## src/rtl/pipe_pkg.sv

```systemverilog
// -----------------------------------------------------------------------------
// pipe_pkg
// Shared definitions for the pipeline stage registers:
//   - FSM state encoding of the two-slot stage register (EMPTY/ONE/TWO)
//   - default payload widths
//   - default-width payload struct {we, wsel, data}
//   - helper that computes the write enable actually stored in a slot
// -----------------------------------------------------------------------------
package pipe_pkg;

   // Default widths used when a stage is instantiated without overrides
   localparam int PIPE_DATA_W = 32;
   localparam int PIPE_SEL_W  = 5;
   localparam int PIPE_CNT_W  = 16;

   // Slot occupancy of the stage register
   typedef enum logic [1:0] {
      PIPE_EMPTY = 2'd0,
      PIPE_ONE   = 2'd1,
      PIPE_TWO   = 2'd2
   } pipe_state_e;

   // Legacy-compatible constants for the same encoding
   localparam logic [1:0] ST_EMPTY = PIPE_EMPTY;
   localparam logic [1:0] ST_ONE   = PIPE_ONE;
   localparam logic [1:0] ST_TWO   = PIPE_TWO;

   // Payload carried by one slot at the default widths
   typedef struct packed {
      logic                   we;
      logic [PIPE_SEL_W-1:0]  wsel;
      logic [PIPE_DATA_W-1:0] data;
   } pipe_payload_t;

   // A write to register 0 is architecturally a no-op; when suppression is on
   // the slot keeps the payload but drops the write enable.
   function automatic logic pipe_stored_we(input logic we,
                                           input logic wsel_is_zero,
                                           input logic suppress);
      pipe_stored_we = we & ~(suppress & wsel_is_zero);
   endfunction

endpackage

```

## src/rtl/wb_stage_reg.sv

```systemverilog
// -----------------------------------------------------------------------------
// wb_stage_reg
// EX->WB pipeline stage register with valid/ready handshake and a two-entry
// skid buffer so that in_ready comes straight from a flop.
//
// Ports:
//   clk, rst        clock, synchronous active-high reset
//   flush           drop every held entry and any entry offered this cycle
//   in_valid/ready  upstream handshake (in_ready is registered)
//   in_we/wsel/data upstream payload
//   out_valid/ready downstream handshake towards the register-file write port
//   out_we/wsel/data registered payload; out_we is 0 whenever out_valid is 0
//   stall_cnt       saturating count of cycles with out_valid & !out_ready
// -----------------------------------------------------------------------------
module wb_stage_reg
   import pipe_pkg::*;
#(
   parameter int DATA_W            = PIPE_DATA_W,
   parameter int SEL_W             = PIPE_SEL_W,
   parameter bit ZERO_REG_SUPPRESS = 1'b1,
   parameter int CNT_W             = PIPE_CNT_W
) (
   input  logic              clk,
   input  logic              rst,
   input  logic              flush,
   input  logic              in_valid,
   output logic              in_ready,
   input  logic              in_we,
   input  logic [SEL_W-1:0]  in_wsel,
   input  logic [DATA_W-1:0] in_data,
   output logic              out_valid,
   input  logic              out_ready,
   output logic              out_we,
   output logic [SEL_W-1:0]  out_wsel,
   output logic [DATA_W-1:0] out_data,
   output logic [CNT_W-1:0]  stall_cnt
);

   typedef struct packed {
      logic              we;
      logic [SEL_W-1:0]  wsel;
      logic [DATA_W-1:0] data;
   } payload_t;

   logic [1:0] r_state;
   payload_t   r_main;
   payload_t   r_skid;
   logic       r_in_ready;
   logic       r_out_valid;
   logic [CNT_W-1:0] r_stall_cnt;

   logic       w_acc;
   logic       w_pop;
   payload_t   w_in_pl;
   logic [1:0] w_state_nxt;
   logic       w_main_from_in;
   logic       w_main_from_skid;
   logic       w_skid_from_in;

   assign w_acc = in_valid & r_in_ready;
   assign w_pop = r_out_valid & out_ready;

   // Incoming payload as it will be stored (register-0 writes lose their we)
   always_comb begin
      w_in_pl.we   = pipe_stored_we(in_we, (in_wsel == {SEL_W{1'b0}}), ZERO_REG_SUPPRESS);
      w_in_pl.wsel = in_wsel;
      w_in_pl.data = in_data;
   end

   // Next-state and slot-load decisions; flush only overrides the next state,
   // since payload contents of empty slots are never observed.
   always_comb begin
      w_state_nxt      = r_state;
      w_main_from_in   = 1'b0;
      w_main_from_skid = 1'b0;
      w_skid_from_in   = 1'b0;
      case (r_state)
         ST_EMPTY: begin
            if (w_acc) begin
               w_main_from_in = 1'b1;
               w_state_nxt    = ST_ONE;
            end else begin
               w_state_nxt    = ST_EMPTY;
            end
         end
         ST_ONE: begin
            if (w_acc && w_pop) begin
               w_main_from_in = 1'b1;
               w_state_nxt    = ST_ONE;
            end else if (w_acc) begin
               w_skid_from_in = 1'b1;
               w_state_nxt    = ST_TWO;
            end else if (w_pop) begin
               w_state_nxt    = ST_EMPTY;
            end else begin
               w_state_nxt    = ST_ONE;
            end
         end
         ST_TWO: begin
            // in_ready is low here, so no accept can coincide with the pop
            if (w_pop) begin
               w_main_from_skid = 1'b1;
               w_state_nxt      = ST_ONE;
            end else begin
               w_state_nxt      = ST_TWO;
            end
         end
         default: begin
            w_state_nxt = ST_EMPTY;
         end
      endcase
      if (flush) begin
         w_state_nxt = ST_EMPTY;
      end else begin
         w_state_nxt = w_state_nxt;
      end
   end

   // State, slot payloads and the registered handshake outputs
   always_ff @(posedge clk) begin
      if (rst) begin
         r_state     <= ST_EMPTY;
         r_main      <= '0;
         r_skid      <= '0;
         r_in_ready  <= 1'b1;
         r_out_valid <= 1'b0;
      end else begin
         r_state     <= w_state_nxt;
         r_in_ready  <= (w_state_nxt != ST_TWO);
         r_out_valid <= (w_state_nxt != ST_EMPTY);
         if (w_main_from_in) begin
            r_main <= w_in_pl;
         end else if (w_main_from_skid) begin
            r_main <= r_skid;
         end else begin
            r_main <= r_main;
         end
         if (w_skid_from_in) begin
            r_skid <= w_in_pl;
         end else begin
            r_skid <= r_skid;
         end
      end
   end

   // Saturating count of cycles in which WB holds off a valid entry
   always_ff @(posedge clk) begin
      if (rst) begin
         r_stall_cnt <= {CNT_W{1'b0}};
      end else if (r_out_valid && !out_ready && (r_stall_cnt != {CNT_W{1'b1}})) begin
         r_stall_cnt <= r_stall_cnt + CNT_W'(1'b1);
      end else begin
         r_stall_cnt <= r_stall_cnt;
      end
   end

   assign in_ready  = r_in_ready;
   assign out_valid = r_out_valid;
   assign out_we    = r_main.we & r_out_valid;
   assign out_wsel  = r_main.wsel;
   assign out_data  = r_main.data;
   assign stall_cnt = r_stall_cnt;

endmodule

```

## config.mk

```make
export PLATFORM = sky130hd
export DESIGN_NAME = wb_stage_reg
export DESIGN_NICKNAME = d
export VERILOG_FILES = /design/src/rtl/pipe_pkg.sv /design/src/rtl/wb_stage_reg.sv
export SDC_FILE = /design/constraint.sdc
export NUM_CORES = 1
export LEC_CHECK = 0
export BUFFER_PORTS_ARGS = -buffer_cell sky130_fd_sc_hd__buf_2
export CAP_MARGIN = 40
export CELL_PAD_IN_SITES_DETAIL_PLACEMENT = 0
export CELL_PAD_IN_SITES_GLOBAL_PLACEMENT = 1
export CORE_MARGIN = 8
export CORE_UTILIZATION = 30
export CTS_CLUSTER_SIZE = 8
export DETAILED_ROUTE_END_ITERATION = 8
export HOLD_SLACK_MARGIN = 0.12
export PLACE_DENSITY_LB_ADDON = 0.1
export RECOVER_POWER = 25
export SLEW_MARGIN = 25
export SYNTH_ARGS = -nofsm -noshare
export SYNTH_HDL_FRONTEND = slang
export SYNTH_SLANG_ARGS = --single-unit
```

## constraint.sdc

```tcl
create_clock -name clk -period 4.4 [get_ports clk]
set_clock_uncertainty 0.15 [all_clocks]
set_input_delay 0.66 -clock clk [delete_from_list [all_inputs] [get_ports clk]]
set_output_delay 0.66 -clock clk [all_outputs]
set_load 0.02 [all_outputs]
```

Yosys cells after proc, flatten, opt, wreduce, memory -nomap -nowiden
Index checks and enable logic that the tools add are counted.

word-level totals
  flip-flop bits (word level) = 96
  bits of input ports = 43
  output and inout bits = 56
  word-level logic and storage cells = 44

operators by class
  add/subtract/negate cells = 1
  equal/unequal tests = 4
  muxes and demuxes = 16
  bitwise logic cells = 5
  reduce and logical (&&, ||, !) cells = 8

operators with widths
  operator                                                         count
  38-bit 2-to-1 mux                                                2
  16-bit by 1-bit adder with 16-bit output, second input constant  1
  16-bit inequality test, second input constant                    1
  1-bit 2-to-1 mux                                                 8
  2-bit 2-to-1 mux                                                 4
  2-bit one-hot mux with 3 select lines                            1
  5-bit logical NOT                                                1
  1-bit AND                                                        4
  2-bit nonzero test                                               2
  1-bit logical AND                                                3
  2-bit by 1-bit == test with 1-bit output, second input constant  1
  2-bit == test, second input constant                             1
  2-bit logical NOT                                                1
  2-bit inequality test, second input constant                     1
  1-bit one-hot mux with 2 select lines                            1
  1-bit logical NOT                                                1
  1-bit NOT                                                        1

Longest topological paths before layout
Gate-level depths: netlist of run 1.

  depth after elaboration = 7
  gate-level depth with buffers = 8
  gate-level depth less buffers = 7

Worst setup path after synthesis of run 1
No wires, ideal clock.

  path type = input -> register
  start = input port in_valid
  end = register r_main (netlist bit out_data[19])
  library setup time = 59 ps
  data arrival time = 1879 ps
  data required time = 4191 ps
  path slack = 2313 ps
  stages on the path = 7
  path buffers = 2
  path through = and2_1 ha_1 nand2_1 a21o_1 buf_2 clkbuf_1 o221a_2

between the ends
  word-level cells in the longest chain between the ends = 5
  elaborated cells on any way between the ends = 7
  those cells by class = 4 x mux; 1 x bitwise; 2 x reduce/logical

ends and longest elaborated chain
  what                                                     RTL line             RTL
  start, declared                                          wb_stage_reg.sv:26   input logic in_valid,
  1-bit AND *                                              wb_stage_reg.sv:60   assign w_acc = in_valid & r_in_ready;
  1-bit logical AND                                        wb_stage_reg.sv:87   if (w_acc && w_pop) begin
  1-bit 2-to-1 mux                                         wb_stage_reg.sv:87
  1-bit one-hot mux with 2 select lines *                  wb_stage_reg.sv:77   case (r_state)
  38-bit 2-to-1 mux or 2-bit nonzero test (tied branches)  -
  end signal, assigned                                     wb_stage_reg.sv:132  r_main <= w_in_pl;
  end signal, assigned                                     wb_stage_reg.sv:134  r_main <= r_skid;
  end signal, assigned                                     wb_stage_reg.sv:136  r_main <= r_main;
  end, declared                                            wb_stage_reg.sv:46   payload_t r_main;

Mark *: on every way between the ends. The rest lies on a longest branch, timed or not.
A chain may end at the register's enable or synchronous reset.

Final worst setup path of run 1
  start = register r_state[0]
  end = register r_main (netlist bit out_data[1])

between the ends
  word-level cells in the longest chain between the ends = 3
  elaborated cells on any way between the ends = 7
  those cells by class = 2 x eq/ne; 3 x mux; 2 x reduce/logical

ends and longest elaborated chain
  what                                                                       RTL line             RTL
  start, declared                                                            wb_stage_reg.sv:45   logic [1:0] r_state;
  start signal, assigned                                                     wb_stage_reg.sv:128  r_state <= w_state_nxt;
  2-bit by 1-bit == test with 1-bit output (tied with other cells)           wb_stage_reg.sv:77
  1-bit one-hot mux with 2 select lines or 1-bit 2-to-1 mux (tied branches)  wb_stage_reg.sv:77
  38-bit 2-to-1 mux or 2-bit nonzero test (tied branches)                    -

Parallel ways exist; a longest one is shown, timed or not.

==> results of run 1 <==
[area by class of cell]
| class | count | area [um2] | area share [%] |
|---|---|---|---|
| repair buffers | 104 | 546.8 | 11.21 |
| multi-input cells | 333 | 1881 | 38.54 |
| clock inverters | 3 | 43.79 | 0.8974 |
| flip-flops and latches | 96 | 1922 | 39.38 |
| well taps | 180 | 225.2 | 4.615 |
| inverters | 5 | 18.77 | 0.3846 |
| clock buffers | 11 | 242.7 | 4.974 |
[worst min-delay path, stage by stage (launching register included)]
cell and delay [ps]:
sky130_fd_sc_hd__dfxtp_1 310, sky130_fd_sc_hd__nand2_1 50, sky130_fd_sc_hd__a21oi_1 50
[worst max-delay path by stage]
stage                     from            to  slack, ps  cells after the start
floorplan             in_valid  out_data[19]       2310                      7
global placement     out_ready  out_data[19]       1580                      6
detailed placement   out_ready  out_data[10]       1550                      6
CTS                 r_state[0]   out_data[1]       1900                      5
global route        r_state[0]   out_data[1]       1760                      5
finish              r_state[0]   out_data[1]       1970                      5
[cells in the final DEF (no fill, tap or decap), types with 7 or more instances in the layout]
cell                        instances
sky130_fd_sc_hd__nand4_1            7
sky130_fd_sc_hd__dfxtp_1           96
sky130_fd_sc_hd__a21oi_1           48
sky130_fd_sc_hd__nor2_1            81
sky130_fd_sc_hd__nand2_1           84
sky130_fd_sc_hd__clkbuf_1          36
sky130_fd_sc_hd__clkbuf_16          9
sky130_fd_sc_hd__nand3_1            7
sky130_fd_sc_hd__o221a_2           37
sky130_fd_sc_hd__buf_2             62
sky130_fd_sc_hd__o21ai_0           10
[state kept, by name, summed over array words and instances (netlist names)]
signal,flops
in_ready,1
r_main,1
r_state,2
out_wsel,5
r_skid,38
out_data,32
stall_cnt,16
out_valid,1
[power groups by stage]
stage               sequential [W]  clock [W]  combinational [W]
floorplan                 0.000945          0           0.000171
global placement          0.000950          0           0.000207
detailed placement        0.000951          0           0.000213
CTS                       0.000931   0.000807           0.000213
global route              0.000936   0.000846           0.000222
finish                    0.000932   0.000770           0.000202
[metrics by stage]
| stage | power, W | instances | utilization, % | instance area, um2 | setup slack (ps) |
|---|---|---|---|---|---|
| floorplan | 0.001116 | 502 | - | 4259 | 2313 |
| global placement | 0.001157 | 715 | 32.95 | 4574 | 1577 |
| detailed placement | 0.001163 | 717 | 33.30 | 4622 | 1548 |
| CTS | 0.001951 | 731 | 35.36 | 4908 | 1898 |
| global route | 0.002004 | 732 | 35.15 | 4880 | 1758 |
| finish | 0.001903 | 732 | 35.15 | 4880 | 1967 |
[layer usage]
metal / vias up / global-route usage [%]
met1: 1662 / 14.63
met4: 0 / 3.146
met5: - / 0
met2: 74 / 20.06
li1: 1806 / -
met3: 7 / 4.562
[cell families after synthesis]
| logic type | after synthesis |
|---|---|
| AOI/OAI and AO/OA | 108 |
| adders and majority gates | 3 |
| buffers and inverters | 73 |
| DFF | 96 |
| muxes | 5 |
| and+or+nand+nor | 217 |
==> report_table.html, run 1 <==
<table>
<tr><th>Metric</th><th>Value</th></tr>
<tr><th colspan="2">Status</th></tr>
<tr><td>Status</td><td>complete, no violations</td></tr>
<tr><th colspan="2">Worst setup path</th></tr>
<tr><td>Data arrival time of the critical path</td><td>2510 ps</td></tr>
<tr><td>CP Cell Sequence</td><td>nand4b_1 -&gt; buf_4 -&gt; nand2_1 -&gt; buf_4 -&gt; o221a_2</td></tr>
<tr><td>CP Capture Type</td><td>register</td></tr>
<tr><td>Worst path bufs/invs</td><td>2</td></tr>
<tr><td>Highest-delay cell along the critical path</td><td>sky130_fd_sc_hd__nand2_1</td></tr>
<tr><td>Critical path class</td><td>reg2reg</td></tr>
<tr><td>Required time worst endpoint</td><td>4480 ps</td></tr>
<tr><td>CP max FO</td><td>40</td></tr>
<tr><td>RR Endpoint</td><td>out_data[1]</td></tr>
<tr><td>Register-to-Register Path Depth</td><td>5</td></tr>
<tr><td>Crit path launch type</td><td>register</td></tr>
<tr><td>Register-to-register setup slack</td><td>1970 ps</td></tr>
<tr><td>Crit-path max cell delay</td><td>520 ps</td></tr>
<tr><td>Library cell appearing most often on the critical path</td><td>sky130_fd_sc_hd__buf_4</td></tr>
<tr><td>Family with the most delay on the worst path</td><td>buffers and inverters</td></tr>
<tr><td>R2R Path Start</td><td>r_state[0]</td></tr>
<tr><th colspan="2">Floorplan</th></tr>
<tr><td>Number of top-level design ports</td><td>99</td></tr>
<tr><td>X dimension of the die</td><td>135.2 um</td></tr>
<tr><td>Die outline area</td><td>0.01827 mm2</td></tr>
<tr><td>DIE HEIGHT</td><td>135.2 um</td></tr>
<tr><td>Std-Cell Core Area</td><td>0.01388 mm2</td></tr>
<tr><td>Initial core utilization</td><td>30.68%</td></tr>
<tr><td>Number of cell rows</td><td>43</td></tr>
<tr><th colspan="2">Detailed routing</th></tr>
<tr><td>Routed Antenna Nets</td><td>0</td></tr>
<tr><td>Met2 routed WL</td><td>5233 um</td></tr>
<tr><td>Routed length on met1</td><td>5085 um</td></tr>
<tr><td>Count of routing violations after the opening detailed-route iteration</td><td>165</td></tr>
<tr><td>DRT Wirelength</td><td>11070 um</td></tr>
<tr><td>Number of remaining DRC errors</td><td>0</td></tr>
<tr><td>Total met3 wirelength after detailed routing</td><td>646 um</td></tr>
<tr><td>Pre-antenna DRT Iters</td><td>4</td></tr>
<tr><td>Uppermost layer routed</td><td>met4</td></tr>
<tr><td>Vias per std cell</td><td>4.848</td></tr>
<tr><td>Overall via count from detail_route</td><td>3549</td></tr>
<tr><td>Routed wirelength normalized by instance count</td><td>15.12 um</td></tr>
<tr><th colspan="2">Pwr</th></tr>
<tr><td>Proportion of power drawn by flip-flops and latches</td><td>49.0%</td></tr>
<tr><td>Net switching power</td><td>0.0004682 W</td></tr>
<tr><td>Power density cells</td><td>390.0 mW/mm2</td></tr>
<tr><td>Share of power burned in combinational logic</td><td>10.6%</td></tr>
<tr><td>Internal cell power</td><td>0.001435 W</td></tr>
<tr><td>Clock network fraction of design power</td><td>40.4%</td></tr>
<tr><td>Maximum ir drop on the vdd rail</td><td>0.1593 mV</td></tr>
<tr><td>Switching part of the total power</td><td>24.60%</td></tr>
<tr><td>Leakage power</td><td>1.943 nW</td></tr>
<tr><th colspan="2">GRT</th></tr>
<tr><td>Vias in the first global route</td><td>3546</td></tr>
<tr><td>All-layer global routing usage</td><td>12.18%</td></tr>
<tr><td>Antenna violations before repair</td><td>0</td></tr>
<tr><td>Pin count of the biggest net entering global routing</td><td>61</td></tr>
<tr><td>Global-route wire length before repair</td><td>17870 um</td></tr>
<tr><td>Residual overflow from global routing</td><td>0</td></tr>
<tr><th colspan="2">Synthesis</th></tr>
<tr><td>Async S/R FF share, synth</td><td>0%</td></tr>
<tr><td>Post-synth top area share</td><td>45.12%</td></tr>
<tr><td>Mux share of post-synthesis cell area</td><td>1.381%</td></tr>
<tr><td>Area fraction in and, or, nand and nor cells after synthesis</td><td>23.09%</td></tr>
<tr><td>Share of the synthesized netlist area taken by xor and xnor gates</td><td>0%</td></tr>
<tr><td>Mean post-synth cell area</td><td>8.484 um2</td></tr>
<tr><td>Share of the synthesized area in compound gates (AO/OA/AOI/OAI)</td><td>18.89%</td></tr>
<tr><td>Leading cell types by total area after synthesis</td><td>sky130_fd_sc_hd__dfxtp_1, sky130_fd_sc_hd__o221a_2, sky130_fd_sc_hd__nand2_1, sky130_fd_sc_hd__nor2_1, sky130_fd_sc_hd__buf_4</td></tr>
<tr><td>Largest family of logic cells by synthesized area</td><td>simple AND/OR/NAND/NOR gates</td></tr>
<tr><td>Top post-synthesis cells by count</td><td>sky130_fd_sc_hd__dfxtp_1, sky130_fd_sc_hd__nand2_1, sky130_fd_sc_hd__nor2_1, sky130_fd_sc_hd__a21oi_1</td></tr>
<tr><td>Most common flop cell mapped by yosys</td><td>sky130_fd_sc_hd__dfxtp_1</td></tr>
<tr><td>Number of distinct library cell variants in the gate-level netlist after synthesis</td><td>45</td></tr>
<tr><td>Number of storage elements in the synthesis netlist</td><td>96</td></tr>
<tr><td>Synthesized-area fraction occupied by adder cells</td><td>0.8813%</td></tr>
<tr><td>Yosys warning count</td><td>0</td></tr>
<tr><td>Most frequently used cell type in the post-synthesis netlist</td><td>sky130_fd_sc_hd__dfxtp_1</td></tr>
<tr><td>Sequential-to-total area share from yosys stat</td><td>45.12%</td></tr>
<tr><td>Post-synthesis cell type with the largest combined area</td><td>sky130_fd_sc_hd__dfxtp_1</td></tr>
<tr><td>Cell area after synthesis</td><td>0.004259 mm2</td></tr>
<tr><td>Nets in the synthesized netlist</td><td>548</td></tr>
<tr><td>Post-Syn Instances</td><td>502</td></tr>
<tr><td>EDFF count, synth</td><td>0</td></tr>
<tr><th colspan="2">Hold path</th></tr>
<tr><td>Hold/Removal Path Class</td><td>reg2reg</td></tr>
<tr><td>Startpoint of the lowest-slack hold path</td><td>r_skid[33]</td></tr>
<tr><td>Number of stages on the worst hold path</td><td>2</td></tr>
<tr><td>Hold-critical path endpoint</td><td>r_skid[33]</td></tr>
<tr><th colspan="2">STA</th></tr>
<tr><td>Maximum operating frequency</td><td>411.1 MHz</td></tr>
<tr><td>Part of the cycle the worst path needs</td><td>55.29%</td></tr>
<tr><td>Unrepaired setup endpoints after global routing</td><td>false</td></tr>
<tr><td>Accumulated negative setup slack</td><td>0 ps</td></tr>
<tr><td>Minimum clock period</td><td>2433 ps</td></tr>
<tr><td>Slew Limit Headroom</td><td>54.79%</td></tr>
<tr><td>Actual slew at the worst max-slew pin</td><td>673.1 ps</td></tr>
<tr><td>Final Hold Viols</td><td>0</td></tr>
<tr><td>Worst hold margin</td><td>303.9 ps</td></tr>
<tr><td>Number of max-slew violations in the final report</td><td>0</td></tr>
<tr><td>Setup violation total in the final timing report</td><td>0</td></tr>
<tr><th colspan="2">Placed design</th></tr>
<tr><td>Final HPWL DP</td><td>7415 um</td></tr>
<tr><td>IO buf count</td><td>98</td></tr>
<tr><td>GPL Wtd Cong</td><td>0.7207</td></tr>
<tr><th colspan="2">Clock network</th></tr>
<tr><td>CTS max path bufs</td><td>2</td></tr>
<tr><td>Count of buffers added by post-CTS timing repair for setup</td><td>0</td></tr>
<tr><td>Skew-Pair Late Insertion Delay</td><td>340 ps</td></tr>
<tr><td>Number of sinks on the clock net</td><td>96</td></tr>
<tr><td>CTS tree</td><td>built</td></tr>
<tr><td>Number of levels in the clock H-tree</td><td>3</td></tr>
<tr><td>CTS Buf Count</td><td>9</td></tr>
<tr><td>Clock tree root driver cell</td><td>sky130_fd_sc_hd__clkbuf_16</td></tr>
<tr><td>Number of hold buffers added after cts</td><td>0</td></tr>
<tr><td># resized after CTS</td><td>0</td></tr>
<tr><td>Clock-pin transition on the worst setup and hold timing paths</td><td>60 ps</td></tr>
<tr><th colspan="2">Cells and area</th></tr>
<tr><td>Antenna cell count</td><td>0</td></tr>
<tr><td>Net count of the finished layout</td><td>595</td></tr>
<tr><td>Growth of design area from synthesis to finish</td><td>14.57%</td></tr>
<tr><td>Share of final-layout standard cells stronger than drive strength 1</td><td>24.09%</td></tr>
<tr><td>Number of inserted filler cells in the final layout</td><td>1510</td></tr>
<tr><th colspan="2">Run</th></tr>
<tr><td>Max capacitance violation total</td><td>0</td></tr>
</table>
(Power assumes the default switching activity.)
==> inputs of run 2 (changes only) <==
==> constraint.sdc (replaced) <==
create_clock -name clk -period 2 [get_ports clk]
set_clock_uncertainty 0.15 [all_clocks]
set_input_delay 0.3 -clock clk [delete_from_list [all_inputs] [get_ports clk]]
set_output_delay 0.3 -clock clk [all_outputs]
set_load 0.02 [all_outputs]
==> run 2 against run 1 <==
Compared with the run above: clock power rose by 130%; combinational power grew to 2.5 times the previous value; utilization up 3.3 points; maximum frequency increased by 32%; via count increased by 5.9%; critical endpoint is now stall_cnt[12].
==> report_table.html, run 2 (same netlist as run 1, synthesis figures left out) <==
<table>
<tr><th>Metric</th><th>Value</th></tr>
<tr><th colspan="2">Floorplan</th></tr>
<tr><td>Initial core utilization</td><td>30.68% (unchanged)</td></tr>
<tr><td>Number of top-level design ports</td><td>99 (unchanged)</td></tr>
<tr><td>X dimension of the die</td><td>135.2 um (unchanged)</td></tr>
<tr><td>Number of cell rows</td><td>43 (unchanged)</td></tr>
<tr><td>Std-Cell Core Area</td><td>0.01388 mm2 (unchanged)</td></tr>
<tr><td>DIE HEIGHT</td><td>135.2 um (unchanged)</td></tr>
<tr><td>Die outline area</td><td>0.01827 mm2 (unchanged)</td></tr>
<tr><th colspan="2">Pwr</th></tr>
<tr><td>Maximum ir drop on the vdd rail</td><td>0.3830 mV (was 0.1593 mV)</td></tr>
<tr><td>Power density cells</td><td>808.4 mW/mm2 (was 390.0 mW/mm2)</td></tr>
<tr><td>Leakage power</td><td>2.159 nW (was 1.943 nW)</td></tr>
<tr><th colspan="2">Placed design</th></tr>
<tr><td>GPL Wtd Cong</td><td>0.7232 (was 0.7207)</td></tr>
<tr><td>IO buf count</td><td>98 (unchanged)</td></tr>
<tr><td>Number of instances in the placed design</td><td>729 (was 717)</td></tr>
<tr><td>Final HPWL DP</td><td>7773 um (was 7415 um)</td></tr>
<tr><th colspan="2">Detailed routing</th></tr>
<tr><td>Vias per std cell</td><td>4.802 (was 4.848)</td></tr>
<tr><td>Overall via count from detail_route</td><td>3760 (was 3549)</td></tr>
<tr><td>Routed wirelength normalized by instance count</td><td>14.99 um (was 15.12 um)</td></tr>
<tr><td>Number of remaining DRC errors</td><td>0 (unchanged)</td></tr>
<tr><td>Routed Antenna Nets</td><td>0 (unchanged)</td></tr>
<tr><td>DRT Wirelength</td><td>11740 um (was 11070 um)</td></tr>
<tr><td>Uppermost layer routed</td><td>met4 (unchanged)</td></tr>
<tr><td>Routed length on met1</td><td>5477 um (was 5085 um)</td></tr>
<tr><td>Count of routing violations after the opening detailed-route iteration</td><td>198 (was 165)</td></tr>
<tr><td>Pre-antenna DRT Iters</td><td>5 (was 4)</td></tr>
<tr><td>Total met3 wirelength after detailed routing</td><td>592 um (was 646 um)</td></tr>
<tr><td>Met2 routed WL</td><td>5565 um (was 5233 um)</td></tr>
<tr><th colspan="2">STA</th></tr>
<tr><td>Actual slew at the worst max-slew pin</td><td>487.1 ps (was 673.1 ps)</td></tr>
<tr><td>Minimum clock period</td><td>1850 ps (was 2433 ps)</td></tr>
<tr><td>Number of max-slew violations in the final report</td><td>0 (unchanged)</td></tr>
<tr><td>Setup violation total in the final timing report</td><td>0 (unchanged)</td></tr>
<tr><td>Maximum operating frequency</td><td>540.6 MHz (was 411.1 MHz)</td></tr>
<tr><td>Slew Limit Headroom</td><td>67.22% (was 54.79%)</td></tr>
<tr><td>Final Hold Viols</td><td>0 (unchanged)</td></tr>
<tr><td>Unrepaired setup endpoints after global routing</td><td>false (unchanged)</td></tr>
<tr><td>Accumulated negative setup slack</td><td>0 ps (unchanged)</td></tr>
<tr><td>Part of the cycle the worst path needs</td><td>92.48% (was 55.29%)</td></tr>
<tr><th colspan="2">Cells and area</th></tr>
<tr><td>Register with the highest flop count</td><td>r_skid (unchanged)</td></tr>
<tr><td>Antenna cell count</td><td>0 (unchanged)</td></tr>
<tr><td>Cell Count, Final, Fillers Out</td><td>783 (was 732)</td></tr>
<tr><td>Net count of the finished layout</td><td>644 (was 595)</td></tr>
<tr><td>Growth of design area from synthesis to finish</td><td>25.29% (was 14.57%)</td></tr>
<tr><td>Share of final-layout standard cells stronger than drive strength 1</td><td>24.05% (was 24.09%)</td></tr>
<tr><td>Sequential standard cell area</td><td>0.001922 mm2 (unchanged)</td></tr>
<tr><td>Leading cell type in the layout, fill and taps excluded</td><td>sky130_fd_sc_hd__dfxtp_1 (unchanged)</td></tr>
<tr><td>Area used by multi-input combinational logic</td><td>0.001893 mm2 (was 0.001881 mm2)</td></tr>
<tr><td>Number of inserted filler cells in the final layout</td><td>1497 (was 1510)</td></tr>
<tr><td>Number of flip-flops under the largest register name</td><td>38 (unchanged)</td></tr>
<tr><td>Most frequent cells in the layout</td><td>sky130_fd_sc_hd__dfxtp_1, sky130_fd_sc_hd__nand2_1, sky130_fd_sc_hd__nor2_1, sky130_fd_sc_hd__buf_2, sky130_fd_sc_hd__a21oi_1 (unchanged)</td></tr>
<tr><th colspan="2">Worst setup path</th></tr>
<tr><td>Critical path class</td><td>reg2reg (unchanged)</td></tr>
<tr><td>Required time worst endpoint</td><td>2100 ps (was 4480 ps)</td></tr>
<tr><td>CP Launch Point</td><td>stall_cnt[8] (was r_state[0])</td></tr>
<tr><td>R2R Path Start</td><td>stall_cnt[8] (was r_state[0])</td></tr>
<tr><td>CP max FO</td><td>8 (was 40)</td></tr>
<tr><td>Register-to-register setup slack</td><td>150 ps (was 1970 ps)</td></tr>
<tr><td>CP Capture Type</td><td>register (unchanged)</td></tr>
<tr><td>Crit path launch type</td><td>register (unchanged)</td></tr>
<tr><td>Data arrival time of the critical path</td><td>1950 ps (was 2510 ps)</td></tr>
<tr><th colspan="2">Clock network</th></tr>
<tr><td>Number of levels in the clock H-tree</td><td>3 (unchanged)</td></tr>
<tr><td>Number of sinks on the clock net</td><td>96 (unchanged)</td></tr>
<tr><td>Skew-Pair Late Insertion Delay</td><td>350 ps (was 340 ps)</td></tr>
<tr><td>CTS max path bufs</td><td>2 (unchanged)</td></tr>
<tr><td>Clock-pin transition on the worst setup and hold timing paths</td><td>70 ps (was 60 ps)</td></tr>
<tr><td>Clock tree root driver cell</td><td>sky130_fd_sc_hd__clkbuf_16 (unchanged)</td></tr>
<tr><td>Count of buffers added by post-CTS timing repair for setup</td><td>0 (unchanged)</td></tr>
<tr><td>CTS tree</td><td>built (unchanged)</td></tr>
<tr><td>CTS Buf Count</td><td>9 (unchanged)</td></tr>
<tr><th colspan="2">Hold path</th></tr>
<tr><td>Hold/Removal Path Class</td><td>in2reg (was reg2reg)</td></tr>
<tr><td>Startpoint of the lowest-slack hold path</td><td>in_we (was r_skid[33])</td></tr>
<tr><th colspan="2">GRT</th></tr>
<tr><td>Residual overflow from global routing</td><td>0 (unchanged)</td></tr>
<tr><td>Vias in the first global route</td><td>3655 (was 3546)</td></tr>
<tr><td>Pin count of the biggest net entering global routing</td><td>49 (was 61)</td></tr>
<tr><td>Antenna violations before repair</td><td>0 (unchanged)</td></tr>
<tr><td>All-layer global routing usage</td><td>12.91% (was 12.18%)</td></tr>
<tr><td>Global-route wire length before repair</td><td>18920 um (was 17870 um)</td></tr>
<tr><th colspan="2">Status</th></tr>
<tr><td>Status</td><td>complete, no violations (unchanged)</td></tr>
<tr><th colspan="2">Run</th></tr>
<tr><td>Max capacitance violation total</td><td>0 (unchanged)</td></tr>
</table>
==> run 2: where the power goes <==
part	switching (W)	internal [W]	total, W
clock network	0.000749	0.00100	0.00175
registers	0.0000503	0.00200	0.00205
logic	0.000291	0.000222	0.000513
==> run 2: what timing repair did <==
item                                    in CTS  in global routing
resized for setup                            0                  1
endpoints found under the setup margin       0                  2
hold buffers                                38                  0
endpoints found under the hold margin       78                  0
==> run 2: worst paths after layout <==
check / end / cells after the start
worst max-delay path: stall_cnt[12] / 5
worst min-delay path: r_skid[37] / 4
worst max register to register: stall_cnt[12] / 5
worst min register to register: r_skid[28] / 2
==> run 2: critical path: stages, from the launching register on <==
cell and delay, ps:
sky130_fd_sc_hd__dfxtp_1 480, sky130_fd_sc_hd__nand4_2 180, sky130_fd_sc_hd__buf_4 200, sky130_fd_sc_hd__nor4_1 470, sky130_fd_sc_hd__a31oi_1 150, sky130_fd_sc_hd__o21a_1 120
==> run 2: metrics by stage <==
stage	power [W]	hold WS [ps]	setup WS, ps	util [%]	area [um2]
global route	0.004542	249.0	11.62	38.44	5336
finish	0.004314	238.9	150.3	38.44	5336
global placement	0.002570	291.6	98.99	33.89	4705
floorplan	0.002456	222.1	44.39	-	4259
CTS	0.004412	215.5	109.9	38.79	5384
detailed placement	0.002573	296.7	146.6	33.89	4705
==> run 2: layer usage <==
layer / vias to the layer above / GRT usage [%]
li1: 1902 / -
met1: 1780 / 15.68
met2: 71 / 21.05
met3: 7 / 4.674
met4: 0 / 3.516
met5: - / 0
==> run 2: area by class of cell <==
cell class | count | share of cell area, %
repair buffers | 153 | 18.34
flip-flops and latches | 96 | 36.01
inverters | 5 | 0.3517
clock buffers | 11 | 4.549
multi-input cells | 333 | 35.47
clock inverters | 5 | 1.055
well taps | 180 | 4.220
